## config.mk

```make
export PLATFORM = sky130hd
export DESIGN_NAME = aes_access_unit
export DESIGN_NICKNAME = d
export VERILOG_FILES = /design/src/rtl/aes_access_unit.sv
export SDC_FILE = /design/constraint.sdc
export NUM_CORES = 1
export LEC_CHECK = 0
export BUFFER_PORTS_ARGS = -buffer_cell sky130_fd_sc_hd__buf_4
export CAP_MARGIN = 20
export CORE_MARGIN = 2
export CORE_UTILIZATION = 33
export DETAILED_ROUTE_END_ITERATION = 10
export GPL_TIMING_DRIVEN = 0
export REMOVE_ABC_BUFFERS = 1
export SYNTH_ARGS = -nofsm -noshare
export SYNTH_HDL_FRONTEND = slang
export SYNTH_SLANG_ARGS = --single-unit
```

## constraint.sdc

```tcl
create_clock -name clk_i -period 5.45 [get_ports clk_i]
set_input_delay 1.635 -clock clk_i [delete_from_list [all_inputs] [get_ports clk_i]]
set_output_delay 1.635 -clock clk_i [all_outputs]
set_load 0.03 [all_outputs]
```

## src/rtl/aes_access_unit.sv

```systemverilog
// Bus sequencer for AES accelerator accesses issued from the execute stage.
// It moves 1, 4 or 8 words per op over a simple req/ack bus and reports done/err.
module aes_access_unit #(
    parameter int ACK_TIMEOUT = 255
) (
    input  logic         clk_i,
    input  logic         rst_i,
    input  logic         start_i,
    input  logic [2:0]   op_i,
    input  logic [31:0]  base_addr_i,
    input  logic         key256_i,
    input  logic [255:0] wdata_i,
    output logic         mem_req_o,
    output logic         mem_we_o,
    output logic [31:0]  mem_addr_o,
    output logic [31:0]  mem_wdata_o,
    input  logic         mem_ack_i,
    input  logic [31:0]  mem_rdata_i,
    output logic         stall_o,
    output logic         done_o,
    output logic         err_o,
    output logic [127:0] result_o
);

    localparam int TW = (ACK_TIMEOUT < 2) ? 1 : $clog2(ACK_TIMEOUT + 1);
    localparam logic [TW-1:0] TMO_LIM = TW'(ACK_TIMEOUT);

    localparam logic [2:0] OP_KEY    = 3'd1;
    localparam logic [2:0] OP_CTRL   = 3'd2;
    localparam logic [2:0] OP_CONFIG = 3'd3;
    localparam logic [2:0] OP_RESULT = 3'd4;

    typedef enum logic [1:0] {IDLE, XFER, DONE} state_t;

    state_t         state_q, state_d;
    logic [2:0]     op_q, op_d;
    logic [31:0]    base_q, base_d;
    logic           key256_q, key256_d;
    logic [255:0]   wdata_q, wdata_d;
    logic [3:0]     idx_q, idx_d;
    logic [TW-1:0]  tmo_q, tmo_d;
    logic           err_q, err_d;
    logic [127:0]   result_q, result_d;

    logic [3:0]     numWords;
    logic           lastWord;
    logic           isRead;

    always_ff @(posedge clk_i) begin
        if (rst_i) begin
            state_q  <= IDLE;
            op_q     <= '0;
            base_q   <= '0;
            key256_q <= 1'b0;
            wdata_q  <= '0;
            idx_q    <= '0;
            tmo_q    <= '0;
            err_q    <= 1'b0;
            result_q <= '0;
        end else begin
            state_q  <= state_d;
            op_q     <= op_d;
            base_q   <= base_d;
            key256_q <= key256_d;
            wdata_q  <= wdata_d;
            idx_q    <= idx_d;
            tmo_q    <= tmo_d;
            err_q    <= err_d;
            result_q <= result_d;
        end
    end

    always_comb begin
        state_d  = state_q;
        op_d     = op_q;
        base_d   = base_q;
        key256_d = key256_q;
        wdata_d  = wdata_q;
        idx_d    = idx_q;
        tmo_d    = tmo_q;
        err_d    = err_q;
        result_d = result_q;

        case (op_q)
            OP_KEY:               numWords = key256_q ? 4'd8 : 4'd4;
            OP_CTRL, OP_CONFIG:   numWords = 4'd1;
            default:              numWords = 4'd4;
        endcase
        lastWord = (idx_q == numWords - 4'd1);
        isRead   = (op_q == OP_RESULT);

        case (state_q)
            IDLE: begin
                if (start_i) begin
                    op_d     = op_i;
                    base_d   = base_addr_i;
                    key256_d = key256_i;
                    wdata_d  = wdata_i;
                    idx_d    = '0;
                    tmo_d    = '0;
                    if (op_i <= OP_RESULT) begin
                        state_d = XFER;
                        err_d   = 1'b0;
                    end else begin
                        state_d = DONE;
                        err_d   = 1'b1;
                    end
                end
            end
            XFER: begin
                // An ack on the final timeout cycle still counts as a completed word.
                if (mem_ack_i) begin
                    if (isRead) begin
                        result_d[{idx_q[1:0], 5'b0} +: 32] = mem_rdata_i;
                    end
                    idx_d = idx_q + 4'd1;
                    tmo_d = '0;
                    if (lastWord) begin
                        state_d = DONE;
                        err_d   = 1'b0;
                    end
                end else begin
                    tmo_d = tmo_q + 1'b1;
                    if (tmo_q + 1'b1 == TMO_LIM) begin
                        state_d = DONE;
                        err_d   = 1'b1;
                    end
                end
            end
            DONE:    state_d = IDLE;
            default: state_d = IDLE;
        endcase
    end

    assign mem_req_o   = (state_q == XFER);
    assign mem_we_o    = (state_q == XFER) && !isRead;
    assign mem_addr_o  = (state_q == XFER) ? base_q + {26'b0, idx_q, 2'b00} : 32'h0;
    assign mem_wdata_o = mem_we_o ? wdata_q[{idx_q[2:0], 5'b0} +: 32] : 32'h0;
    assign stall_o     = (state_q == XFER) || ((state_q == IDLE) && start_i);
    assign done_o      = (state_q == DONE);
    assign err_o       = (state_q == DONE) && err_q;
    assign result_o    = result_q;

endmodule

```

After elaboration in Yosys (flattened, before gate mapping)
Cells that the tools add are included. W data, S select, Z words.

Flip-flop bits (word level): 435. Bits of input ports: 328. Output and inout port bits: 197. Logic and storage cells: 67.

$add $sub $neg: 5. Magnitude comparators: 1. Equal/unequal tests: 12. Shift operators: 3. Mux-type cells: 23. Reductions and logical operators: 14.

Operators by type and width (number): $shiftx A256 B9 Y32 (1); $bwmux W128 (1); $shift A32 B9 Y128 const A (1); $shiftx A32 B9 Y128 (1); $mux W32 (2); $add A32 B6 Y32 (1); $mux W8 (2); $pmux W4 S2 (2); $pmux W8 S2 (1); $mux W4 (3); $mux W2 (5); $neg A7 Y9 (1); $reduce_and A3 Y1 (3); $add A8 B1 Y8 const B (1); $eq A8 B8 Y1 const B (1); $eq A3 B2 Y1 const B (2); $mux W1 (5); $add A4 B1 Y4 const B (1); $eq A4 B4 Y1 (1); $pmux W2 S2 (1); $reduce_and A2 Y1 (2); $reduce_and A4 Y1 (1); $sub A4 B1 Y4 const B (1); $eq A3 B1 Y1 const B (1); 15 further kinds (17).

Longest topological paths before layout
Gate-level depths: netlist of the first run.

Word-level depth: 8. Mapped depth: 11. Mapped depth without buffers: 8.

Least setup slack after synthesis of the first run
Ideal clock, no wire load.

Kind: reg-to-output. Start: register idx_q[1]. End: output port mem_addr_o[28]. Arrival time: 3.132 ns. Data required time: 3.815 ns. Path slack: 0.683 ns. Cell stages (with the launch flop): 12. Path buffers: 4. Cell sequence: dfxtp_1 buf_2 buf_2 buf_1 inv_1 fa_1 nor2b_1 o21a_1 o211ai_4 buf_6 or3_1 a21oi_1.

Cells in the longest elaborated chain, start to end: 2.

RTL lines: from (decl) (RTL line 40) `logic [3:0] idx_q, idx_d;`; from (signal assigned) (RTL line 66) `idx_q <= idx_d;`; $add A32 B6 Y32 (RTL line 137) `assign mem_addr_o = (state_q == XFER) ? base_q + {26'b0, idx_q, 2'b00} : 32'h0;`; $mux W32 (RTL line 137); to (decl) (RTL line 15) `output logic [31:0] mem_addr_o,`.

No other way between the ends.

Worst setup path in the final report of the first run
Start: register idx_q[0]. End: output port mem_addr_o[26].

The elaborated chain is that of the path after synthesis.

==> summary.md, run 1 <==
| Metric | Value |
|---|---|
| Share of Yosys cell area claimed by the top area cell type | `0.469` |
| Status | `finished clean` |
| Final Hold Viols | `0` |
| H-Tree Level Count | `2` |
| Post-Syn Area per Cell | `8.23 µm²` |
| I/O pin total | `525` |
| Total GRT Usage | `0.198` |
| GR Util met2 | `0.342` |
| Crit-path cells | `ha_1 > inv_1 > fa_1 > nor2b_1 > o21a_1 > o211ai_4 > or4_1 > a21oi_1 > buf_4` |
| Cell family with most CP delay | `compound AO/OA/AOI/OAI gates` |
| Dominant cell by count in the synthesized netlist | `nand2_1` |
| Comb power frac | `0.144` |
| Post-synthesis compound-gate area fraction | `0.133` |
| Synth area leader | `dfxtp_1` |
| Met3 Usage GRT | `0.0648` |
| Grt peak-use layer | `met2` |
| Initial antenna violation count | `1` |
| Routed wire length | `60.1 mm` |
| Final instance area | `24500 µm²` |
| Horiz. Die Dim | `241 µm` |
| Synth Flop Type | `dfxtp_1` |
| First-pass GRT wire length | `91.4 mm` |
| Max_slew headroom | `0.327` |
| Register Area | `8720 µm²` |
| Via count | `17300` |
| Area of the multi-input gates | `8860 µm²` |
| Clock Power Share | `0.406` |
| Routed wire length per instance | `17.4 µm` |
| Int Pwr | `0.00568 W` |
| Slowest cell on crit path | `dfxtp_4` |
| CP Class | `reg2out` |
| Setup Skew | `0.0152 ns` |
| Pwr dens | `315 nW/µm²` |
| CTS tree | `done` |
| Largest net degree at the start of global routing | `155` |
| Die ar. | `58200 µm²` |
| Critical path launch point type | `register` |
| Clk sinks | `435` |
| Worst path required time | `3.82 ns` |
| Initial DRC Count | `1086` |
| Pins Over Slew Limit | `0` |
| Setup violators final | `0` |
| RSZ-0062 raised after global routing | `no` |
| Row count | `86` |
| Psw | `0.00206 W` |
| Maximum vdd drop | `0.216 mV` |
| Post-Syn Instances | `2258` |
| Worst hold-check path type | `reg2reg` |
| Synth async-reset ratio | `0` |
| Min Tclk post-route | `5.14 ns` |
| Gpl congestion | `0.820` |
| Vias per cell | `5.02` |
| Synth Area in Simple Gates | `0.225` |
| Multiplexer share of the synthesized area | `0.0953` |
| Layout net count | `3014` |
| Synth cell types | `54` |
| Vias in the first global route | `17000` |
| Critical Path Fanout Max | `19` |
| Grt ovf | `0` |
| CTS buffer count | `49` |
| Adder-Cell Fraction of Synth Area | `0.00983` |
| Flop pwr share | `0.451` |
| Setup TNS | `0 ns` |
| Top cells by instance count after synthesis | `nand2_1, a21oi_1, dfxtp_1, nand3_1, clkbuf_1` |
| Largest family of logic cells by synthesized area | `simple AND/OR/NAND/NOR gates` |
| Max Fclk | `195 MHz` |
| Met1 Resource Use GR | `0.233` |
| Clk buf depth | `3` |
| Share of cells above drive strength 1 | `0.260` |
| Arr. time, crit path | `3.50 ns` |
| Area growth syn-to-layout | `32.0%` |
| Period Utilization, post-route | `0.943` |
| Filler Cell Count | `5492` |
| Post-Syn Area | `18600 µm²` |
| Worst slew pin tran | `1.01 ns` |
| WP buf/inv | `2` |
| Yosys reg bits | `435` |
| Port-buffer cells | `524` |
| Starting density of the core | `0.335` |
| Synth Area in XOR/XNOR | `0.0123` |
| Post-synth EDFFs | `0` |
| Post-DP HPWL | `41.7 mm` |
| Core Region | `55400 µm²` |
| First-pass detailed-route iteration total | `7` |
| Register area share after synthesis | `0.469` |
| Worst skew pair latency | `0.58 ns` |
| Ys Warns | `0` |
| Dpl cell area | `23000 µm²` |
| Max cap viols | `0` |
| Crit. End Element | `output pin` |
| Die Span Y | `241 µm` |
| Routed Antenna Nets | `0` |
| Switching share of total power | `0.266` |
| Worst-path clk slew | `0.05 ns` |
| Clk root buf | `clkbuf_16` |
| LEAKAGE | `9.48 nW` |
| Worst path max stage delay | `0.66 ns` |
| Synth top area cells | `dfxtp_1, nand2_1, a21oi_1` |
| DRC | `0` |
[cells by family (layout without fill, tap and decap cells)]
logic type / after synthesis / after routing
simple gates: 1012 / 1012
compound gates: 475 / 475
flops: 435 / 435
buf+inv: 199 / 644
mux: 97 / 97
xor+xnor: 26 / 26
fa+ha+maj: 14 / 14
other cells: 0 / 1
[layout make-up]
cell class	instances	area share
multi-input combinational	1624	0.361
sequential	435	0.355
timing repair buffer	550	0.182
clock buffer	70	0.0556
tap	748	0.0381
clock inverter	12	0.00581
inverter	12	0.00184
antenna	1	0.000102
[stage by stage]
step / total power (W) / util / worst slack, ns / std cells / hold WS (ns)
after floorplan: 0.00419 / - / -1.75 / 2071 / 0.426
after global placement: 0.00473 / 0.405 / -5.48 / 3343 / 0.438
after detailed placement: 0.00467 / 0.415 / 0.744 / 3368 / 0.443
after CTS: 0.00783 / 0.442 / 0.110 / 3450 / 0.451
after global routing: 0.00810 / 0.443 / 0.0511 / 3452 / 0.466
final: 0.00773 / 0.443 / 0.312 / 3452 / 0.449
[repair_timing]
action                     4_1_cts  5_1_grt
resized for setup                0        0
setup endpoints to repair        0        4
hold buffers                     0        0
hold endpoints to repair         0        0
setup buffers                    0        1
[registers in the layout (all words and copies together) (netlist names)]
name / cells
wdata_q: 256
result_o: 128
base_q: 32
tmo_q: 8
idx_q: 4
op_q: 3
state_q: 2
err_q: 1
key256_q: 1
[per-layer routing]
metal	part of all wire	wire, µm
met5	0	0
met4	0.024	1440
met3	0.095	5740
met2	0.48	29100
met1	0.40	23800
[power by group through the flow]
stage	clock [W]	sequential [W]	combinational, W
floorplan	0	0.00353	0.000656
global placement	0	0.00356	0.00117
detailed placement	0	0.00356	0.00111
CTS	0.00322	0.00349	0.00112
global route	0.00336	0.00351	0.00123
finish	0.00314	0.00349	0.00111
[tightest hold or removal path, stage by stage, from the launching register on]
cell	delay [ns]
dfxtp_1	0.30
nand2_1	0.05
a21oi_1	0.05
[worst paths after layout]
path                              from                   endpoint  slack, ns  depth (start not counted)
min reg2reg  wdata_q[252]$_SDFFE_PP0P_  wdata_q[252]$_SDFFE_PP0P_       0.45                          2
max              idx_q[0]$_SDFFE_PP0P_             mem_addr_o[26]       0.31                          9
max reg2reg      idx_q[0]$_SDFFE_PP0P_  result_o[89]$_SDFFE_PP0P_       2.35                          8
min          wdata_q[252]$_SDFFE_PP0P_  wdata_q[252]$_SDFFE_PP0P_       0.45                          2
[cells in the final DEF (no fill, tap or decap), types with 10 or more instances in the layout]
cell,n
nand2_1,734
buf_4,524
a21oi_1,438
dfxtp_1,432
nand3_1,140
nor2_1,73
mux4_2,64
clkbuf_16,49
mux2i_1,33
xor2_1,22
clkbuf_1,15
ha_1,13
buf_16,13
inv_1,11
o21ai_0,10
Note: power is estimated with default switching activity, not from simulation.
==> run 2, diff against run 1 <==
--- a/config.mk
+++ b/config.mk
@@ -9,6 +9,7 @@
 export CAP_MARGIN = 20
 export CORE_MARGIN = 2
 export CORE_UTILIZATION = 33
+export CTS_BUF_LIST = sky130_fd_sc_hd__clkbuf_8 sky130_fd_sc_hd__clkbuf_16
 export DETAILED_ROUTE_END_ITERATION = 10
 export GPL_TIMING_DRIVEN = 0
 export REMOVE_ABC_BUFFERS = 1
==> run 2 against run 1 <==
- die area unchanged
- first-iteration DRC count down 2.3%
- critical path type unchanged
- global-route usage unchanged
==> summary.md, run 2 (synthesized netlist as in run 1, its figures left out) <==
| Metric | Value |
|---|---|
| Area of the multi-input gates | `8860 µm² (unchanged)` |
| Psw | `0.00206 W (about the same)` |
| Clk root buf | `clkbuf_16 (unchanged)` |
| Min Tclk post-route | `5.14 ns (about the same)` |
| Routed wire length per instance | `17.4 µm (about the same)` |
| CTS tree | `done (unchanged)` |
| Worst hold-check path type | `reg2reg (unchanged)` |
| Crit-path cells | `ha_1 > inv_1 > fa_1 > nor2b_1 > o21a_1 > o211ai_4 > or4_1 > a21oi_1 > buf_4 (unchanged)` |
| Hold endpoint | `wdata_q[229]$_SDFFE_PP0P_ (was wdata_q[252]$_SDFFE_PP0P_)` |
| Slowest cell on crit path | `dfxtp_4 (unchanged)` |
| CTS buffer count | `49 (unchanged)` |
| Clock Power Share | `0.404 (was 0.406)` |
| Worst-path clk slew | `0.06 ns (was 0.05 ns)` |
| Reg2reg end | `result_o[22]$_SDFFE_PP0P_ (was result_o[89]$_SDFFE_PP0P_)` |
| Reg2Reg Depth | `8 (unchanged)` |
| First-pass detailed-route iteration total | `7 (unchanged)` |
| Worst slew pin tran | `1.01 ns (about the same)` |
| Starting density of the core | `0.335 (unchanged)` |
| Initial DRC Count | `1061 (was 1086)` |
| Finished Layout Cells | `3452 (unchanged)` |
| RR Startpoint | `idx_q[0]$_SDFFE_PP0P_ (unchanged)` |
| Gpl congestion | `0.820 (unchanged)` |
| FF-to-FF setup slack | `2.35 ns (about the same)` |
| Worst path max stage delay | `0.66 ns (about the same)` |
| Dpl ws | `0.744 ns (unchanged)` |
| Vias per cell | `5.02 (about the same)` |
| Core Region | `55400 µm² (unchanged)` |
| Tot Pwr | `0.00771 W (was 0.00773 W)` |
| Share of cells above drive strength 1 | `0.260 (unchanged)` |
| Max Fclk | `195 MHz (about the same)` |
| Vias in the first global route | `17000 (unchanged)` |
| Max cap viols | `0 (unchanged)` |
| Int Pwr | `0.00565 W (was 0.00568 W)` |
| First-pass GRT wire length | `91.4 mm (unchanged)` |
| Grt ovf | `0 (unchanged)` |
| Total GRT Usage | `0.198 (unchanged)` |
| CP Class | `reg2out (unchanged)` |
| Max_slew headroom | `0.326 (was 0.327)` |
| Register Area | `8720 µm² (unchanged)` |
| Routed wire length | `60.0 mm (was 60.1 mm)` |
| LEAKAGE | `9.54 nW (was 9.48 nW)` |
| Critical path launch point type | `register (unchanged)` |
| Hold Crit Start | `wdata_q[229]$_SDFFE_PP0P_ (was wdata_q[252]$_SDFFE_PP0P_)` |
| Via count | `17300 (about the same)` |
| Row count | `86 (unchanged)` |
| Switching share of total power | `0.267 (was 0.266)` |
| Die Span Y | `241 µm (unchanged)` |
| Port-buffer cells | `524 (unchanged)` |
| Comb power frac | `0.144 (about the same)` |
| Setup violators final | `0 (unchanged)` |
| Setup Skew | `0.0152 ns (about the same)` |
| Critical Path Fanout Max | `19 (unchanged)` |
| Most common cell after layout, fill and taps aside | `nand2_1 (unchanged)` |
| Routed Antenna Nets | `0 (unchanged)` |
| Arr. time, crit path | `3.50 ns (about the same)` |
| Status | `finished clean (unchanged)` |
| Area growth syn-to-layout | `32.0% (unchanged)` |
| I/O pin total | `525 (unchanged)` |
| Post-DP HPWL | `41.7 mm (unchanged)` |
| Clk sinks | `435 (unchanged)` |
| Initial antenna violation count | `1 (unchanged)` |
| Filler Cell Count | `5492 (unchanged)` |
| Clk buf depth | `3 (unchanged)` |
| Pwr dens | `314 nW/µm² (was 315 nW/µm²)` |
| Flop pwr share | `0.452 (was 0.451)` |
| Worst skew pair latency | `0.58 ns (about the same)` |
| H-Tree Level Count | `2 (unchanged)` |
| DRC | `0 (unchanged)` |
| PnR worst setup slack | `0.314 ns (was 0.312 ns)` |
| Largest net degree at the start of global routing | `155 (unchanged)` |
| Leading cell types in the layout, fill and taps excluded | `nand2_1, buf_4, a21oi_1 (unchanged)` |
| Worst path required time | `3.82 ns (about the same)` |
| Layout net count | `3014 (unchanged)` |
| Max reg flops | `256 (unchanged)` |
| Maximum vdd drop | `0.215 mV (was 0.216 mV)` |
| Crit. End Element | `output pin (unchanged)` |
| Period Utilization, post-route | `0.942 (was 0.943)` |
| Hold Crit Depth | `2 (unchanged)` |
| Final Hold Viols | `0 (unchanged)` |
| Min Hold Slack | `0.449 ns (about the same)` |
| Pins Over Slew Limit | `0 (unchanged)` |
| Dpl cells | `3368 (unchanged)` |
| Largest register by flop count | `wdata_q (unchanged)` |
| Die ar. | `58200 µm² (unchanged)` |
| Util after Layout | `0.443 (unchanged)` |
| RSZ-0062 raised after global routing | `no (unchanged)` |
| Horiz. Die Dim | `241 µm (unchanged)` |
-- run 2: cell types whose count changed in the layout (fill, tap and decap cells not counted), sizes merged --
cell and delta:
clkbuf -15, inv +15
-- run 2: cell type report --
type / instances / area share
Inverter: 12 / 0.00184
Timing Repair Buffer: 550 / 0.182
Multi-Input combinational cell: 1624 / 0.361
Clock buffer: 55 / 0.0533
Tap cell: 748 / 0.0381
Clock inverter: 27 / 0.00811
Antenna cell: 1 / 0.000102
Sequential cell: 435 / 0.355
-- run 2: timing repair --
action / CTS / global route
endpoints found under the hold margin: 0 / 0
endpoints found under the setup margin: 0 / 4
buffers inserted: 0 / 1
hold buffers: 0 / 0
resized for setup: 0 / 0
-- run 2: how the worst max path moves through the flow --
| stage | cells after the start | from | end | slack (ns) |
|---|---|---|---|---|
| floorplan | 4 | start_i | idx_q[1]$_SDFFE_PP0P_ | -1.75 |
| global placement | 4 | start_i | wdata_q[77]$_SDFFE_PP0P_ | -5.48 |
| detailed placement | 9 | idx_q[0]$_SDFFE_PP0P_ | mem_addr_o[26] | 0.74 |
| CTS | 9 | idx_q[0]$_SDFFE_PP0P_ | mem_addr_o[26] | 0.11 |
| global route | 9 | idx_q[0]$_SDFFE_PP0P_ | mem_addr_o[26] | 0.05 |
| finish | 9 | idx_q[0]$_SDFFE_PP0P_ | mem_addr_o[26] | 0.31 |
-- run 2: power groups by stage --
stage               clock network [W]  logic, W  registers [W]
floorplan                           0  0.000656        0.00353
global placement                    0   0.00117        0.00356
detailed placement                  0   0.00111        0.00356
CTS                           0.00319   0.00112        0.00349
global route                  0.00333   0.00123        0.00351
finish                        0.00311   0.00111        0.00349
-- run 2: critical path, delay by kind of cell, from the launching register on --
family / cells / cell delay, ns
AO/OA/AOI/OAI: 3 / 0.73
adder cells (fa/ha/maj): 2 / 0.66
buffers and inverters: 2 / 0.26
flip-flops: 1 / 0.66
AND/OR/NAND/NOR: 2 / 0.61
-- run 2: layer usage --
layer,up-vias,share of wire,track usage
met3,91,0.097,0.0648
met1,8197,0.39,0.233
met2,591,0.49,0.342
met5,-,0,0
met4,0,0.024,0.0587
li1,8450,-,-
-- run 2: through the flow --
step                setup TNS (ns)  cell area, µm²
floorplan                  -486.84           17600
global placement          -1990.47           22400
detailed placement               0           23000
CTS                              0           24500
global route                     0           24500
finish                           0           24500
